<file path="src/rtl/multicycle_controller_if.sv">
// Control/status bundle between the multi-cycle controller and its datapath.
// The master side is the controller; the slave side is the datapath/memory.
interface multicycle_controller_if #(
    parameter int unsigned OPCODE_W = 6,
    parameter int unsigned FUNCT_W  = 6,
    parameter int unsigned ALUCTL_W = 4
);
    logic [OPCODE_W-1:0] In_Opcode;
    logic [FUNCT_W-1:0]  In_Funct;
    logic                In_Is0;
    logic                In_MemReady;
    logic                RegDst;
    logic                RegWrite;
    logic                ALUSrc;
    logic [ALUCTL_W-1:0] ALUControl;
    logic                MemWrite;
    logic                MemRead;
    logic                MemToReg;
    logic                PCSrc;
    logic                JumpPC;
    logic                PCWrite;
    logic                IRWrite;
    logic                InstrDone;
    logic                IllegalOp;
    logic                BusError;

    modport master (
        input  In_Opcode, In_Funct, In_Is0, In_MemReady,
        output RegDst, RegWrite, ALUSrc, ALUControl, MemWrite, MemRead, MemToReg,
               PCSrc, JumpPC, PCWrite, IRWrite, InstrDone, IllegalOp, BusError
    );

    modport slave (
        output In_Opcode, In_Funct, In_Is0, In_MemReady,
        input  RegDst, RegWrite, ALUSrc, ALUControl, MemWrite, MemRead, MemToReg,
               PCSrc, JumpPC, PCWrite, IRWrite, InstrDone, IllegalOp, BusError
    );
endinterface

</file>
<file path="src/rtl/multicycle_controller.sv">
// Multi-cycle MIPS controller: FETCH/DECODE/EXEC/MEM/WB sequencing with a shared
// ALU and memory port, variable-latency memory handshake and access timeout.
module multicycle_controller #(
    parameter int unsigned OPCODE_W    = 6,
    parameter int unsigned FUNCT_W     = 6,
    parameter int unsigned ALUCTL_W    = 4,
    parameter int unsigned MEM_TIMEOUT = 16
) (
    input logic clk,
    input logic rst_n,
    multicycle_controller_if.master bus
);

    localparam logic [5:0] OpRtype = 6'h00;
    localparam logic [5:0] OpLw    = 6'h23;
    localparam logic [5:0] OpSw    = 6'h2B;
    localparam logic [5:0] OpAddi  = 6'h08;
    localparam logic [5:0] OpBeq   = 6'h04;
    localparam logic [5:0] OpJ     = 6'h02;

    localparam int unsigned CntW = (MEM_TIMEOUT > 0) ? $clog2(MEM_TIMEOUT + 1) : 1;
    localparam logic [CntW-1:0] CntMax = CntW'(MEM_TIMEOUT);

    typedef enum logic [2:0] {StIdle, StFetch, StDecode, StExec, StMem, StWb, StJump} state_e;

    state_e              state_q, state_d;
    logic [CntW-1:0]     cnt_q, cnt_d;
    logic [OPCODE_W-1:0] opcode_q;
    logic [FUNCT_W-1:0]  funct_q;
    logic                latch;
    logic                mem_wait, timeout;
    logic [5:0]          in_op6, op6, fn6;
    logic                in_op_hi_ok, fn_hi_ok;
    logic                r_ok;
    logic [3:0]          r_alu;

    function automatic logic [ALUCTL_W-1:0] alu(input logic [3:0] code);
        return ALUCTL_W'(code);
    endfunction

    // Only the low 6 bits are decoded; any set upper bit makes the field illegal.
    assign in_op6      = bus.In_Opcode[5:0];
    assign in_op_hi_ok = (bus.In_Opcode >> 6) == '0;
    assign op6         = opcode_q[5:0];
    assign fn6         = funct_q[5:0];
    assign fn_hi_ok    = (funct_q >> 6) == '0;

    always_comb begin
        r_ok  = 1'b1;
        r_alu = 4'b0000;
        case (fn6)
            6'h20:   r_alu = 4'b0010;
            6'h22:   r_alu = 4'b0110;
            6'h24:   r_alu = 4'b0000;
            6'h25:   r_alu = 4'b0001;
            6'h2A:   r_alu = 4'b0111;
            default: r_ok  = 1'b0;
        endcase
    end

    assign mem_wait = ((state_q == StFetch) || (state_q == StMem)) && !bus.In_MemReady;
    assign timeout  = (MEM_TIMEOUT > 0) && mem_wait && (cnt_q == CntMax);

    always_comb begin
        state_d        = state_q;
        latch          = 1'b0;
        bus.RegDst     = 1'b0;
        bus.RegWrite   = 1'b0;
        bus.ALUSrc     = 1'b0;
        bus.ALUControl = '0;
        bus.MemWrite   = 1'b0;
        bus.MemRead    = 1'b0;
        bus.MemToReg   = 1'b0;
        bus.PCSrc      = 1'b0;
        bus.JumpPC     = 1'b0;
        bus.PCWrite    = 1'b0;
        bus.IRWrite    = 1'b0;
        bus.InstrDone  = 1'b0;
        bus.IllegalOp  = 1'b0;
        bus.BusError   = 1'b0;
        unique case (state_q)
            StIdle: state_d = StFetch;
            StFetch: begin
                bus.MemRead    = 1'b1;
                bus.ALUControl = alu(4'b0010);
                if (bus.In_MemReady) begin
                    bus.IRWrite = 1'b1;
                    bus.PCWrite = 1'b1;
                    state_d     = StDecode;
                end else if (timeout) begin
                    bus.BusError = 1'b1;
                end
            end
            StDecode: begin
                latch = 1'b1;
                if (in_op_hi_ok && (in_op6 inside {OpRtype, OpLw, OpSw, OpAddi, OpBeq})) begin
                    state_d = StExec;
                end else if (in_op_hi_ok && in_op6 == OpJ) begin
                    state_d = StJump;
                end else begin
                    bus.IllegalOp = 1'b1;
                    state_d       = StFetch;
                end
            end
            StExec: begin
                state_d = StFetch;
                case (op6)
                    OpRtype: begin
                        if (r_ok && fn_hi_ok) begin
                            bus.ALUControl = alu(r_alu);
                            state_d        = StWb;
                        end else begin
                            bus.IllegalOp = 1'b1;
                        end
                    end
                    OpLw, OpSw, OpAddi: begin
                        bus.ALUSrc     = 1'b1;
                        bus.ALUControl = alu(4'b0010);
                        state_d        = (op6 == OpAddi) ? StWb : StMem;
                    end
                    OpBeq: begin
                        bus.ALUControl = alu(4'b0110);
                        bus.PCSrc      = 1'b1;
                        bus.PCWrite    = bus.In_Is0;
                        bus.InstrDone  = 1'b1;
                    end
                    default: ;
                endcase
            end
            StMem: begin
                bus.MemRead  = (op6 == OpLw);
                bus.MemWrite = (op6 != OpLw);
                if (bus.In_MemReady) begin
                    bus.InstrDone = (op6 != OpLw);
                    state_d       = (op6 == OpLw) ? StWb : StFetch;
                end else if (timeout) begin
                    // Abort the stuck access without committing the store.
                    bus.MemWrite = 1'b0;
                    bus.BusError = 1'b1;
                    state_d      = StFetch;
                end
            end
            StWb: begin
                bus.RegWrite  = 1'b1;
                bus.RegDst    = (op6 == OpRtype);
                bus.MemToReg  = (op6 == OpLw);
                bus.InstrDone = 1'b1;
                state_d       = StFetch;
            end
            StJump: begin
                bus.JumpPC    = 1'b1;
                bus.PCWrite   = 1'b1;
                bus.InstrDone = 1'b1;
                state_d       = StFetch;
            end
            default: state_d = StIdle;
        endcase
    end

    always_comb begin
        cnt_d = cnt_q;
        if ((state_d != state_q) || timeout) begin
            cnt_d = '0;
        end else if (mem_wait && (cnt_q != CntMax)) begin
            cnt_d = cnt_q + 1'b1;
        end
    end

    always_ff @(posedge clk or negedge rst_n) begin
        if (!rst_n) begin
            state_q  <= StIdle;
            cnt_q    <= '0;
            opcode_q <= '0;
            funct_q  <= '0;
        end else begin
            state_q <= state_d;
            cnt_q   <= cnt_d;
            if (latch) begin
                opcode_q <= bus.In_Opcode;
                funct_q  <= bus.In_Funct;
            end
        end
    end

endmodule

</file>
<file path="src/flat_wrapper.sv">
// flat-port wrapper written by rule: the top's interface ports become plain ports
module multicycle_controller_flat 
#(
    parameter int unsigned OPCODE_W    = 6,
    parameter int unsigned FUNCT_W     = 6,
    parameter int unsigned ALUCTL_W    = 4,
    parameter int unsigned MEM_TIMEOUT = 16
)
  (clk, rst_n, bus_In_Opcode, bus_In_Funct, bus_In_Is0, bus_In_MemReady, bus_RegDst, bus_RegWrite, bus_ALUSrc, bus_ALUControl, bus_MemWrite, bus_MemRead, bus_MemToReg, bus_PCSrc, bus_JumpPC, bus_PCWrite, bus_IRWrite, bus_InstrDone, bus_IllegalOp, bus_BusError);
  multicycle_controller_if #(.OPCODE_W(OPCODE_W), .FUNCT_W(FUNCT_W), .ALUCTL_W(ALUCTL_W)) bus_i ();
  input logic clk;
  input logic rst_n;
  input wire logic [$bits(bus_i.In_Opcode)-1:0] bus_In_Opcode;
  input wire logic [$bits(bus_i.In_Funct)-1:0] bus_In_Funct;
  input wire logic [$bits(bus_i.In_Is0)-1:0] bus_In_Is0;
  input wire logic [$bits(bus_i.In_MemReady)-1:0] bus_In_MemReady;
  output wire logic [$bits(bus_i.RegDst)-1:0] bus_RegDst;
  output wire logic [$bits(bus_i.RegWrite)-1:0] bus_RegWrite;
  output wire logic [$bits(bus_i.ALUSrc)-1:0] bus_ALUSrc;
  output wire logic [$bits(bus_i.ALUControl)-1:0] bus_ALUControl;
  output wire logic [$bits(bus_i.MemWrite)-1:0] bus_MemWrite;
  output wire logic [$bits(bus_i.MemRead)-1:0] bus_MemRead;
  output wire logic [$bits(bus_i.MemToReg)-1:0] bus_MemToReg;
  output wire logic [$bits(bus_i.PCSrc)-1:0] bus_PCSrc;
  output wire logic [$bits(bus_i.JumpPC)-1:0] bus_JumpPC;
  output wire logic [$bits(bus_i.PCWrite)-1:0] bus_PCWrite;
  output wire logic [$bits(bus_i.IRWrite)-1:0] bus_IRWrite;
  output wire logic [$bits(bus_i.InstrDone)-1:0] bus_InstrDone;
  output wire logic [$bits(bus_i.IllegalOp)-1:0] bus_IllegalOp;
  output wire logic [$bits(bus_i.BusError)-1:0] bus_BusError;
  assign bus_i.In_Opcode = bus_In_Opcode;
  assign bus_i.In_Funct = bus_In_Funct;
  assign bus_i.In_Is0 = bus_In_Is0;
  assign bus_i.In_MemReady = bus_In_MemReady;
  assign bus_RegDst = bus_i.RegDst;
  assign bus_RegWrite = bus_i.RegWrite;
  assign bus_ALUSrc = bus_i.ALUSrc;
  assign bus_ALUControl = bus_i.ALUControl;
  assign bus_MemWrite = bus_i.MemWrite;
  assign bus_MemRead = bus_i.MemRead;
  assign bus_MemToReg = bus_i.MemToReg;
  assign bus_PCSrc = bus_i.PCSrc;
  assign bus_JumpPC = bus_i.JumpPC;
  assign bus_PCWrite = bus_i.PCWrite;
  assign bus_IRWrite = bus_i.IRWrite;
  assign bus_InstrDone = bus_i.InstrDone;
  assign bus_IllegalOp = bus_i.IllegalOp;
  assign bus_BusError = bus_i.BusError;
  multicycle_controller #(.OPCODE_W(OPCODE_W), .FUNCT_W(FUNCT_W), .ALUCTL_W(ALUCTL_W), .MEM_TIMEOUT(MEM_TIMEOUT)) u_core (.clk(clk), .rst_n(rst_n), .bus(bus_i));
endmodule
</file>
<file path="config.mk">
export PLATFORM = sky130hd
export DESIGN_NAME = multicycle_controller_flat
export DESIGN_NICKNAME = d
export VERILOG_FILES = /design/src/rtl/multicycle_controller_if.sv /design/src/rtl/multicycle_controller.sv /design/src/flat_wrapper.sv
export SDC_FILE = /design/constraint.sdc
export NUM_CORES = 1
export LEC_CHECK = 0
export BUFFER_PORTS_ARGS = -buffer_cell sky130_fd_sc_hd__buf_4
export CORE_MARGIN = 5
export CORE_UTILIZATION = 30
export CTS_BUF_LIST = sky130_fd_sc_hd__clkbuf_4 sky130_fd_sc_hd__clkbuf_8
export CTS_CLUSTER_SIZE = 16
export DETAILED_ROUTE_END_ITERATION = 7
export GPL_TIMING_DRIVEN = 0
export PLACE_DENSITY_LB_ADDON = 0.05
export SLEW_MARGIN = 0
export SYNTH_ARGS = -nofsm -noshare
export SYNTH_HDL_FRONTEND = slang
export SYNTH_SLANG_ARGS = --single-unit
export TNS_END_PERCENT = 5
</file>
<file path="constraint.sdc">
create_clock -name clk -period 1.86 [get_ports clk]
set_input_delay 0.372 -clock clk [delete_from_list [all_inputs] [get_ports clk]]
set_output_delay 0.372 -clock clk [all_outputs]
set_load 0.05 [all_outputs]
</file>
==> key figures, run 1 <==
Status
  – Result of the run: finished with violations
  – Failing checks: setup timing

Timing
  – RSZ-0062 raised after global routing: yes
  – Worst hold slack after final layout: 0.322 ns
  – Min Tclk post-route: 2.35 ns
  – Fraction of the cycle the final worst path needs: 126%
  – Post-route worst setup slack: -0.492 ns
  – Max transition margin: 65.2%
  – Hold Violations, Final: 0
  – Total count of max-transition violations in the final report: 0
  – Layout Skew: 0.00601 ns
  – Final count of negative-setup-slack endpoints: 18
  – Worst slew pin tran: 0.518 ns
  – Achievable clock frequency: 425 MHz

Finish
  – Fraction of final layout cells sized beyond drive strength 1: 47.1%
  – Most frequent cells in the layout: 26 x sky130_fd_sc_hd__buf_4, 18 x sky130_fd_sc_hd__dfrtp_1, 10 x sky130_fd_sc_hd__mux2_2, 9 x sky130_fd_sc_hd__nor2_1
  – Non-filler instance count after layout: 226
  – Post-layout util: 43.8%
  – Most frequent standard cell in the layout excluding fill and tap cells: sky130_fd_sc_hd__buf_4
  – Area overhead of the layout relative to synthesis: 42.5%
  – Net count, final: 193
  – Area of the multi-input gates: 913 um^2
  – # fillers: 427
  – Antenna Cells: 0
  – Sequential cell area: 503 um^2

Synthesis
  – Number of distinct library cell variants in the gate-level netlist after synthesis: 46
  – EDFF count, synth: 0
  – Post-synthesis compound-gate area fraction: 17.0%
  – Fraction of the mapped netlist area in adder cells: 2.62%
  – Seq cells post-synth: 20
  – Mux cell area share after synthesis: 10.9%
  – Predominant post-synthesis flop cell: sky130_fd_sc_hd__dfrtp_1
  – Synthesized cell area: 0.00134 mm^2
  – Post-Syn Nets: 156
  – Post-Synthesis Cells: 138
  – Seq/Total Area, Yosys: 37.4%
  – Post-synthesis share of cell area spent on xor and xnor gates: 1.31%
  – Largest family of logic cells by synthesized area: simple AND/OR/NAND/NOR gates
  – Synthesized area per cell: 9.70 um^2
  – Async SR Flop Fraction: 100%
  – Area share of and/or/nand/nor cells after synthesis: 24.8%
  – Count of warnings emitted by yosys: 0

Placed design
  – Final RePlAce weighted congestion: 0.769
  – Total half-perimeter wirelength after legalization and detailed placement: 2.73 mm
  – Placed cells: 220
  – Count of buffers inserted at the top-level ports: 30
  – DP Worst Slack: -0.480 ns

Worst setup path
  – Worst Path Arrival: 1.98 ns
  – Slowest cell on crit path: sky130_fd_sc_hd__or4_4
  – CP required: 1.49 ns
  – Gate family responsible for the most delay along the worst path: simple AND/OR/NAND/NOR gates
  – CP Launch Type: flop
  – Biggest cell delay along the critical path: 0.46 ns
  – Crit Path Class: flop to output pin
  – Critical-path cell list: or3_4 > or4_4 > nand2b_4 > o22ai_4 > buf_6
  – Maximum fanout count along the critical path: 4
  – Endpoint type of the worst setup path: output pin
  – Worst path buffer plus inverter count: 1

Job
  – Max-cap violations: 0

Global route
  – Antenna violations before repair: 0
  – Overall routing resource usage: 12.3%
  – Global-route wire length before repair: 6.04 mm
  – Pin count of the biggest net entering global routing: 21
  – Overall overflow remaining after global route: 0
  – Number of global-route vias before repair: 1276

Detailed routing
  – Vias/cell: 5.19
  – Wire length after detailed routing: 3.50 mm
  – Wirelength per Cell: 15.5 um
  – Post-DRT Antenna Nets: 0
  – Number of DRC markers after the initial detailed-route iteration: 59
  – Count of TritonRoute iterations in the first routing pass: 4
  – DR vias: 1172
  – Number of DRC violations after detailed routing: 0

Die
  – Full die area: 0.00590 mm^2
  – Die Height: 76.8 um
  – Cell Rows: 24
  – Effective utilization at floorplan: 30.7%
  – Number of placed I/O pins: 33
  – CORE AREA: 0.00435 mm^2
  – Die X-Extent: 76.8 um

Pwr
  – Lkg Pwr: 0.000793 uW
  – Maximum vdd drop: 0.669 mV
  – Power density over the cells: 1380 mW/mm^2
  – Post-layout power: 2640 uW

Clock tree
  – Source-to-sink clock delay at the later pin of the worst-skew pair: 0.26 ns
  – Clock edge transition at the registers on the reported setup and hold paths: 0.08 ns
  – Clock Tree Buf Depth: 2
  – Clock sink count: 20
  – Number of buffers created by CTS: 3
  – Depth of the CTS H-tree: 1
  – CTS tree: built
  – Clk Tree Root Cell: sky130_fd_sc_hd__clkbuf_8

Hold path
  – Class of the tightest hold or removal check: input port to flop
[sequential cells by signal, indices dropped and copies added (netlist names)]
name	cells
u_core.cnt_q	5
u_core.fn6	6
u_core.op6	6
u_core.state_q	3
[cell usage after synthesis (all sizes together) (2+ instances only)]
cell | instances | area share [%]
nor2 | 12 | 3.4
nor3 | 3 | 1.1
nand2b | 7 | 3.3
clkbuf | 2 | 0.56
or3 | 3 | 1.4
o22ai | 2 | 1.4
nand2 | 3 | 0.84
nor4 | 6 | 2.8
nor4b | 3 | 2.0
xor2 | 2 | 1.3
nand3 | 2 | 0.75
dfrtp | 20 | 37
nor2b | 2 | 0.93
and2 | 4 | 1.9
mux2 | 13 | 11
a21oi | 4 | 1.5
buf | 6 | 2.9
a211oi | 6 | 3.4
inv | 8 | 2.2
a21o | 2 | 1.1
o21ai | 4 | 1.5
or4b | 2 | 1.5
a211o | 2 | 1.3
ha | 2 | 1.9
a31oi | 2 | 0.93
[power breakdown]
| group | total, uW | internal, uW | switching [uW] |
|---|---|---|---|
| Combinational | 1380 | 589 | 795 |
| Sequential | 816 | 610 | 206 |
| Clock | 437 | 287 | 150 |
| Total | 2640 | 1490 | 1150 |
[metrics by stage]
step	setup TNS [ns]	instance area, um^2
floorplan	-3.18	1400
global placement	-3.96	1690
detailed placement	-3.80	1690
CTS	-5.48	1850
global route	-6.18	1910
finish	-4.47	1910
[final timing paths]
check                           startpoint  slack (ns)  cells past startpoint              end
max                          u_core.op6[5]       -0.49                      5    bus_IllegalOp
min                        bus_In_Funct[4]        0.32                      2    u_core.fn6[4]
max reg2reg                  u_core.op6[5]       -0.03                      5  u_core.cnt_q[3]
min reg2reg                u_core.cnt_q[0]        0.50                      1  u_core.cnt_q[0]
max in group asynchronous            rst_n        1.09                      2    u_core.op6[3]
min in group asynchronous            rst_n        0.53                      2    u_core.fn6[4]
[routing by layer]
metal / wire [um] / vias up / track usage [%] / share of wire (%)
met2: 1620 / 29 / 19.7 / 46
met3: 202 / 4 / 3.28 / 5.8
met1: 1620 / 555 / 15.6 / 46
met4: 53 / 0 / 4.55 / 1.5
met5: 0 / - / 0 / 0
li1: - / 584 / - / -
[repair_timing]
item	CTS	global route
resized for setup	17	15
hold buffers	1	0
setup endpoints to repair	24	22
setup buffers	1	0
hold endpoints to repair	20	0
pin swaps	2	2
gates cloned	0	0
[worst register-to-register path: stages, from the launching register on]
cell                       delay, ns
sky130_fd_sc_hd__dfrtp_1        0.41
sky130_fd_sc_hd__or3_4          0.41
sky130_fd_sc_hd__or4_4          0.46
sky130_fd_sc_hd__buf_4          0.18
sky130_fd_sc_hd__o211ai_4       0.20
sky130_fd_sc_hd__a211oi_1       0.11
[cells by family (layout without fill, tap and decap cells)]
group	Yosys count	count (layout)
AOI/OAI and AO/OA	29	29
xor gates and xnor gates	2	2
adders and majority gates	3	3
buffers and inverters	16	52
DFF	20	20
muxes	13	13
other	1	1
and+or+nand+nor	54	54
[final cells by class]
class | count | area share, %
Inverter | 8 | 1.57
Multi-Input combinational cell | 102 | 47.9
Buffer | 8 | 2.95
Clock inverter | 1 | 1.57
Sequential cell | 20 | 26.4
Timing Repair Buffer | 32 | 14.1
Clock buffer | 3 | 2.16
Tap cell | 52 | 3.41
No activity file was read; power rests on OpenSTA's default activity.
==> run 2: changes to the inputs <==
--- a/config.mk
+++ b/config.mk
@@ -10,4 +10,5 @@
 export CORE_UTILIZATION = 30
 export CTS_BUF_LIST = sky130_fd_sc_hd__clkbuf_4 sky130_fd_sc_hd__clkbuf_8
+export CTS_CLUSTER_DIAMETER = 40
 export CTS_CLUSTER_SIZE = 16
 export DETAILED_ROUTE_END_ITERATION = 7
==> constraint.sdc (replaced) <==
create_clock -name clk -period 1.86 [get_ports clk]
set_input_delay 0.093 -clock clk [delete_from_list [all_inputs] [get_ports clk]]
set_output_delay 0.093 -clock clk [all_outputs]
set_load 0.05 [all_outputs]
==> key figures, run 2 (synthesized netlist as in run 1, its figures left out) <==
Global route
  – Pin count of the biggest net entering global routing: 21
  – Fraction of met3 tracks used by global routing: 3.63%
  – Top Usage Layer GRT: met2
  – Global-route met2 utilization: 19.2%
  – Number of global-route vias before repair: 1223
  – Met1 capacity usage during global routing: 15.8%
  – Overall overflow remaining after global route: 0
  – Global-route wire length before repair: 5.99 mm
  – Antenna violations before repair: 0
  – Overall routing resource usage: 12.1%

Detailed routing
  – Wirelength per Cell: 15.4 um
  – Number of DRC markers after the initial detailed-route iteration: 112
  – Vias/cell: 5.24
  – Number of DRC violations after detailed routing: 0
  – Post-DRT Antenna Nets: 0
  – DR vias: 1206
  – Wire length after detailed routing: 3.54 mm
  – Count of TritonRoute iterations in the first routing pass: 4

Finish
  – Post-Layout Inst Area: 0.00190 mm^2
  – Fraction of final layout cells sized beyond drive strength 1: 47.2%
  – Net count, final: 197
  – Area overhead of the layout relative to synthesis: 42.2%
  – # fillers: 429
  – Antenna Cells: 0
  – Most frequent cells in the layout: 32 x sky130_fd_sc_hd__buf_4, 19 x sky130_fd_sc_hd__dfrtp_1, 10 x sky130_fd_sc_hd__mux2_2, 9 x sky130_fd_sc_hd__nor2_1, 8 x sky130_fd_sc_hd__inv_1
  – Non-filler instance count after layout: 230
  – Most frequent standard cell in the layout excluding fill and tap cells: sky130_fd_sc_hd__buf_4

Worst setup path
  – Biggest cell delay along the critical path: 0.55 ns
  – Slowest cell on crit path: sky130_fd_sc_hd__or4b_1
  – Register-to-register setup slack: -0.02 ns
  – Endpoint type of the worst setup path: output pin
  – End of the worst register-to-register path: u_core.cnt_q[4]
  – First element of the critical path: u_core.op6[5]
  – Critical-path cell list: or4b_1 > a211o_4 > a31oi_2 > buf_6
  – Maximum fanout count along the critical path: 4
  – CP required: 1.77 ns
  – Worst path buffer plus inverter count: 1
  – Endpoint of the worst setup timing path: bus_ALUControl[1]
  – Gate family responsible for the most delay along the worst path: compound AO/OA/AOI/OAI gates
  – Number of cells on the critical path: 4
  – Worst Path Arrival: 2.00 ns
  – R2R cell count: 5
  – Worst flop-to-flop path startpoint: u_core.op6[5]
  – Crit Path Class: flop to output pin
  – CP Launch Type: flop

Clock tree
  – Clock sink count: 20
  – CTS tree: built
  – Clock edge transition at the registers on the reported setup and hold paths: 0.08 ns
  – Clk Tree Root Cell: sky130_fd_sc_hd__clkbuf_8
  – Number of buffers created by CTS: 3
  – Clock Tree Buf Depth: 2
  – Depth of the CTS H-tree: 1
  – Source-to-sink clock delay at the later pin of the worst-skew pair: 0.26 ns

Timing
  – Post-route worst setup slack: -0.230 ns
  – Final count of negative-setup-slack endpoints: 13
  – Worst hold slack after final layout: 0.0407 ns
  – Min Tclk post-route: 2.09 ns
  – Total count of max-transition violations in the final report: 0
  – Fraction of the cycle the final worst path needs: 112%
  – Layout Skew: 0.00407 ns
  – RSZ-0062 raised after global routing: yes
  – Achievable clock frequency: 479 MHz
  – Hold Violations, Final: 0

Die
  – Cell Rows: 24
  – Die X-Extent: 76.8 um
  – Full die area: 0.00590 mm^2
  – Number of placed I/O pins: 33
  – Effective utilization at floorplan: 30.7%
  – Die Height: 76.8 um
  – CORE AREA: 0.00435 mm^2

Status
  – Result of the run: finished with violations
  – Failing checks: setup timing

Job
  – Max-cap violations: 0

Pwr
  – Post-layout power: 2630 uW
  – Lkg Pwr: 0.000810 uW
  – Maximum vdd drop: 0.640 mV
  – Power density over the cells: 1380 mW/mm^2

Hold path
  – Class of the tightest hold or removal check: input port to flop
  – Hold path depth: 2

Placed design
  – Final RePlAce weighted congestion: 0.824
  – Placed cells: 220
  – Count of buffers inserted at the top-level ports: 30
  – DP Worst Slack: -0.118 ns
  – Total half-perimeter wirelength after legalization and detailed placement: 2.74 mm
  – Cell Area, Placed: 0.00166 mm^2
==> run 2: cell count changes in the layout (fill, tap and decap cells not counted), moves of 2 or more <==
cell and delta:
sky130_fd_sc_hd__buf_4 +6, sky130_fd_sc_hd__buf_6 -3, sky130_fd_sc_hd__clkbuf_2 +2, sky130_fd_sc_hd__clkbuf_4 -2, sky130_fd_sc_hd__nor3_2 +2
==> run 2: layout make-up <==
type	instances	area [um^2]	area share, %
sequential	20	502	26.3
clock buffer	3	41.3	2.17
buffer	8	51.3	2.69
multi-input combinational	102	890	46.7
clock inverter	1	30.0	1.58
timing repair buffer	36	295	15.5
inverter	8	30.0	1.58
tap	52	65.1	3.42
==> run 2: timing repair <==
| action | 4_1_cts | 5_1_grt |
|---|---|---|
| hold buffers | 1 | 0 |
| setup buffers | 2 | 3 |
| resized for setup | 17 | 13 |
| hold endpoints to repair | 20 | 0 |
| endpoints found under the setup margin | 20 | 18 |
| pin swaps | 3 | 2 |
==> run 2: where the power goes <==
| group | total, uW | switching, uW | internal [uW] |
|---|---|---|---|
| clock network | 440 | 153 | 287 |
| logic | 1390 | 790 | 600 |
| registers | 804 | 196 | 608 |
| total | 2630 | 1140 | 1500 |
==> run 2: worst min path at each step <==
stage | from | end
after floorplan | rst_n | u_core.cnt_q[0]
after global placement | rst_n | u_core.op6[2]
after detailed placement | rst_n | u_core.op6[2]
after CTS | bus_In_Funct[4] | u_core.fn6[4]
after global routing | bus_In_Funct[5] | u_core.fn6[5]
final | bus_In_Funct[5] | u_core.fn6[5]
==> run 2: layer usage <==
layer / wire length (um) / part of all wire, %
met1: 1700 / 48
met2: 1600 / 45
met3: 197 / 5.6
met4: 36 / 1.0
met5: 0 / 0
==> run 2: worst register-to-register path: stages, from the launching register on <==
cell and delay [ns]:
sky130_fd_sc_hd__dfrtp_1 0.40, sky130_fd_sc_hd__or3_4 0.40, sky130_fd_sc_hd__or4_4 0.46, sky130_fd_sc_hd__buf_4 0.18, sky130_fd_sc_hd__o211ai_4 0.20, sky130_fd_sc_hd__a211oi_1 0.11
==> run 2: stage by stage <==
stage | utilization [%] | setup TNS (ns)
2_1_floorplan | - | -1.70
4_1_cts | 42.0 | -1.76
5_1_grt | 43.7 | -2.37
6_report | 43.7 | -1.32
3_5_place_dp | 38.1 | -0.569
3_3_place_gp | 38.1 | -0.589
==> run 3: changes to the inputs <==
ABC_AREA = 1   (was unset)
==> key figures, run 3 <==
Status
  – Result of the run: finished clean

Finish
  – Antenna Cells: 0
  – Post-layout util: 42.2%
  – Net count, final: 244
  – Area overhead of the layout relative to synthesis: 34.6%
  – Most frequent standard cell in the layout excluding fill and tap cells: sky130_fd_sc_hd__nand2_1
  – Most frequent cells in the layout: 56 x sky130_fd_sc_hd__nand2_1, 32 x sky130_fd_sc_hd__buf_4, 27 x sky130_fd_sc_hd__inv_1, 21 x sky130_fd_sc_hd__nor2_1, 19 x sky130_fd_sc_hd__dfrtp_1
  – Fraction of final layout cells sized beyond drive strength 1: 25.8%

Detailed routing
  – Post-DRT Antenna Nets: 0
  – Wirelength per Cell: 11.4 um
  – Count of TritonRoute iterations in the first routing pass: 4
  – DR vias: 1248
  – Vias/cell: 4.54
  – Number of DRC markers after the initial detailed-route iteration: 33
  – Number of DRC violations after detailed routing: 0
  – Wire length after detailed routing: 3.13 mm

Die
  – Cell Rows: 23
  – CORE AREA: 0.00406 mm^2
  – Number of placed I/O pins: 33
  – Full die area: 0.00564 mm^2
  – Effective utilization at floorplan: 31.4%
  – Die Height: 75.1 um
  – Die X-Extent: 75.1 um

Synthesis
  – Seq cells post-synth: 20
  – Cell type with the largest total area after synthesis: sky130_fd_sc_hd__dfrtp_1
  – Count of warnings emitted by yosys: 0
  – Predominant post-synthesis flop cell: sky130_fd_sc_hd__dfrtp_1
  – Most instantiated library cell after synthesis: sky130_fd_sc_hd__nand2_1
  – Area share of the leading cell type in the synthesized netlist: 39.3%
  – Number of distinct library cell variants in the gate-level netlist after synthesis: 24
  – EDFF count, synth: 0
  – Seq/Total Area, Yosys: 39.3%
  – Synth cell count leaders: 56 x sky130_fd_sc_hd__nand2_1, 28 x sky130_fd_sc_hd__inv_1, 25 x sky130_fd_sc_hd__nor2_1
  – Post-Synthesis Cells: 188
  – Async SR Flop Fraction: 100%
  – Synthesized cell area: 0.00127 mm^2
  – Synthesized area per cell: 6.77 um^2
  – Post-Syn Nets: 206
  – Leading cell types by total area after synthesis: sky130_fd_sc_hd__dfrtp_1 39%, sky130_fd_sc_hd__nand2_1 17%, sky130_fd_sc_hd__inv_1 8.3%, sky130_fd_sc_hd__nor2_1 7.4%, sky130_fd_sc_hd__nand3_1 5.9%

Timing
  – Fraction of the cycle the final worst path needs: 95.2%
  – Achievable clock frequency: 565 MHz
  – RSZ-0062 raised after global routing: yes
  – Min Tclk post-route: 1.77 ns
  – Total count of max-transition violations in the final report: 0
  – Final count of negative-setup-slack endpoints: 0
  – Post-route worst setup slack: 0.0896 ns
  – Layout Skew: 0.00503 ns
  – Hold Violations, Final: 0

Pwr
  – Lkg Pwr: 0.000888 uW
  – Comb power frac: 48.5%
  – Maximum vdd drop: 0.424 mV
  – Internal power contribution: 1260 uW
  – Clock power frac: 19.5%
  – Switching power share of the total: 44.9%
  – NetSw: 1020 uW
  – Part of the total power dissipated in sequential elements: 32.0%
  – Power density over the cells: 1330 mW/mm^2

Global route
  – Global-route wire length before repair: 5.20 mm
  – Pin count of the biggest net entering global routing: 21
  – Overall routing resource usage: 12.0%
  – Antenna violations before repair: 0
  – Number of global-route vias before repair: 1192
  – Overall overflow remaining after global route: 0

Clock tree
  – Clk Tree Root Cell: sky130_fd_sc_hd__clkbuf_8
  – Clock Tree Buf Depth: 2
  – CTS tree: built
  – Source-to-sink clock delay at the later pin of the worst-skew pair: 0.27 ns
  – Clock edge transition at the registers on the reported setup and hold paths: 0.08 ns
  – Clock sink count: 20
  – Number of buffers created by CTS: 3
  – Depth of the CTS H-tree: 1

Hold path
  – Hold path startpoint: bus_In_Funct[3]
  – Hold path depth: 3
  – Class of the tightest hold or removal check: input port to flop
  – Worst Hold End: u_core.fn6[3]

Worst setup path
  – CP required: 1.77 ns
  – CP Launch Type: flop
  – Worst Path Arrival: 1.68 ns
  – Register-to-register setup slack: 0.43 ns
  – Endpoint type of the worst setup path: output pin
  – End of the worst register-to-register path: u_core.op6[2]
  – Crit Path Class: flop to output pin
  – R2R cell count: 5
  – Worst flop-to-flop path startpoint: u_core.state_q[1]
  – Maximum fanout count along the critical path: 3

Placed design
  – Final RePlAce weighted congestion: 0.806
  – DP Worst Slack: 0.263 ns
  – Count of buffers inserted at the top-level ports: 31
  – Total half-perimeter wirelength after legalization and detailed placement: 2.41 mm

Job
  – Max-cap violations: 0
==> run 3: changes by cell type in the layout (fill, tap and decap cells not counted), sizes merged, moves of 4 or more <==
cell / before / now
buf: 41 / 36
o21ai: 4 / 12
a211oi: 6 / 1
nor4: 6 / 0
and2: 4 / 0
inv: 8 / 29
nand3: 2 / 15
nand2: 3 / 56
nor2: 12 / 28
mux2: 13 / 0
nand2b: 7 / 0
==> run 3: area by class of cell <==
type | count | area (um^2)
clock buffer | 3 | 41.3
inverter | 30 | 116
multi-input combinational | 134 | 672
timing repair buffer | 33 | 254
buffer | 4 | 35.0
tap | 50 | 62.6
sequential | 20 | 502
clock inverter | 1 | 30.0
fill | 418 | 2340
==> run 3: repair_timing <==
action | CTS | global route
endpoints found under the setup margin | 2 | 4
buffers inserted | 1 | 0
gates resized for setup | 1 | 11
hold buffers | 1 | 0
pin swaps | 1 | 0
endpoints found under the hold margin | 20 | 0
==> run 3: per-layer routing <==
metal | vias up | global-route usage [%] | wire length [um]
li1 | 662 | - | -
met1 | 554 | 14.9 | 1430
met2 | 27 | 20.7 | 1440
met3 | 5 | 2.40 | 209
met4 | 0 | 4.15 | 49
met5 | - | 0 | 0
==> run 3: kinds of logic (layout without fill, tap and decap cells) <==
family | count (synthesis) | in the layout | synth area share (%)
AOI/OAI and AO/OA | 20 | 20 | 8.65
DFF | 20 | 20 | 39.3
other | 1 | 1 | 0.295
adders and majority gates | 2 | 2 | 1.97
and+or+nand+nor | 111 | 111 | 38.2
buffers and inverters | 34 | 71 | 11.6
==> run 3: power by group through the flow <==
stage                     combinational (uW)  clock (uW)  sequential, uW
after detailed placement                1040           0             721
after floorplan                          784           0             695
after global routing                    1260         464             755
final                                   1110         446             729
after CTS                               1060         460             713
after global placement                  1020           0             722
==> run 3: worst max-delay path, cell delays in order (launching register included) <==
cell and delay (ns):
sky130_fd_sc_hd__dfrtp_1 0.41, sky130_fd_sc_hd__nor2_2 0.18, sky130_fd_sc_hd__nand3_2 0.14, sky130_fd_sc_hd__or2_2 0.33, sky130_fd_sc_hd__a21oi_1 0.14, sky130_fd_sc_hd__buf_4 0.21
==> run 3: metrics by stage <==
stage / total power (uW) / setup TNS (ns) / cell area [um^2] / hold slack, ns / std cells
after floorplan: 1480 / -0.756 / 1280 / -0.203 / 188
after global placement: 1750 / 0 / 1580 / -0.00728 / 269
after detailed placement: 1760 / 0 / 1580 / -0.00410 / 269
after CTS: 2230 / 0 / 1670 / 0.0143 / 275
after global routing: 2480 / -0.0162 / 1710 / 0.0217 / 275
final: 2280 / 0 / 1710 / 0.0204 / 275
==> run 3: worst max path at each step <==
stage                            from                 to  slack (ns)
floorplan           u_core.state_q[2]       bus_MemToReg       -0.26
global placement    u_core.state_q[2]      bus_IllegalOp        0.24
detailed placement  u_core.state_q[2]      bus_IllegalOp        0.26
CTS                     u_core.op6[5]  bus_ALUControl[1]        0.03
global route        u_core.state_q[0]      bus_IllegalOp       -0.01
finish                  u_core.op6[5]  bus_ALUControl[1]        0.09
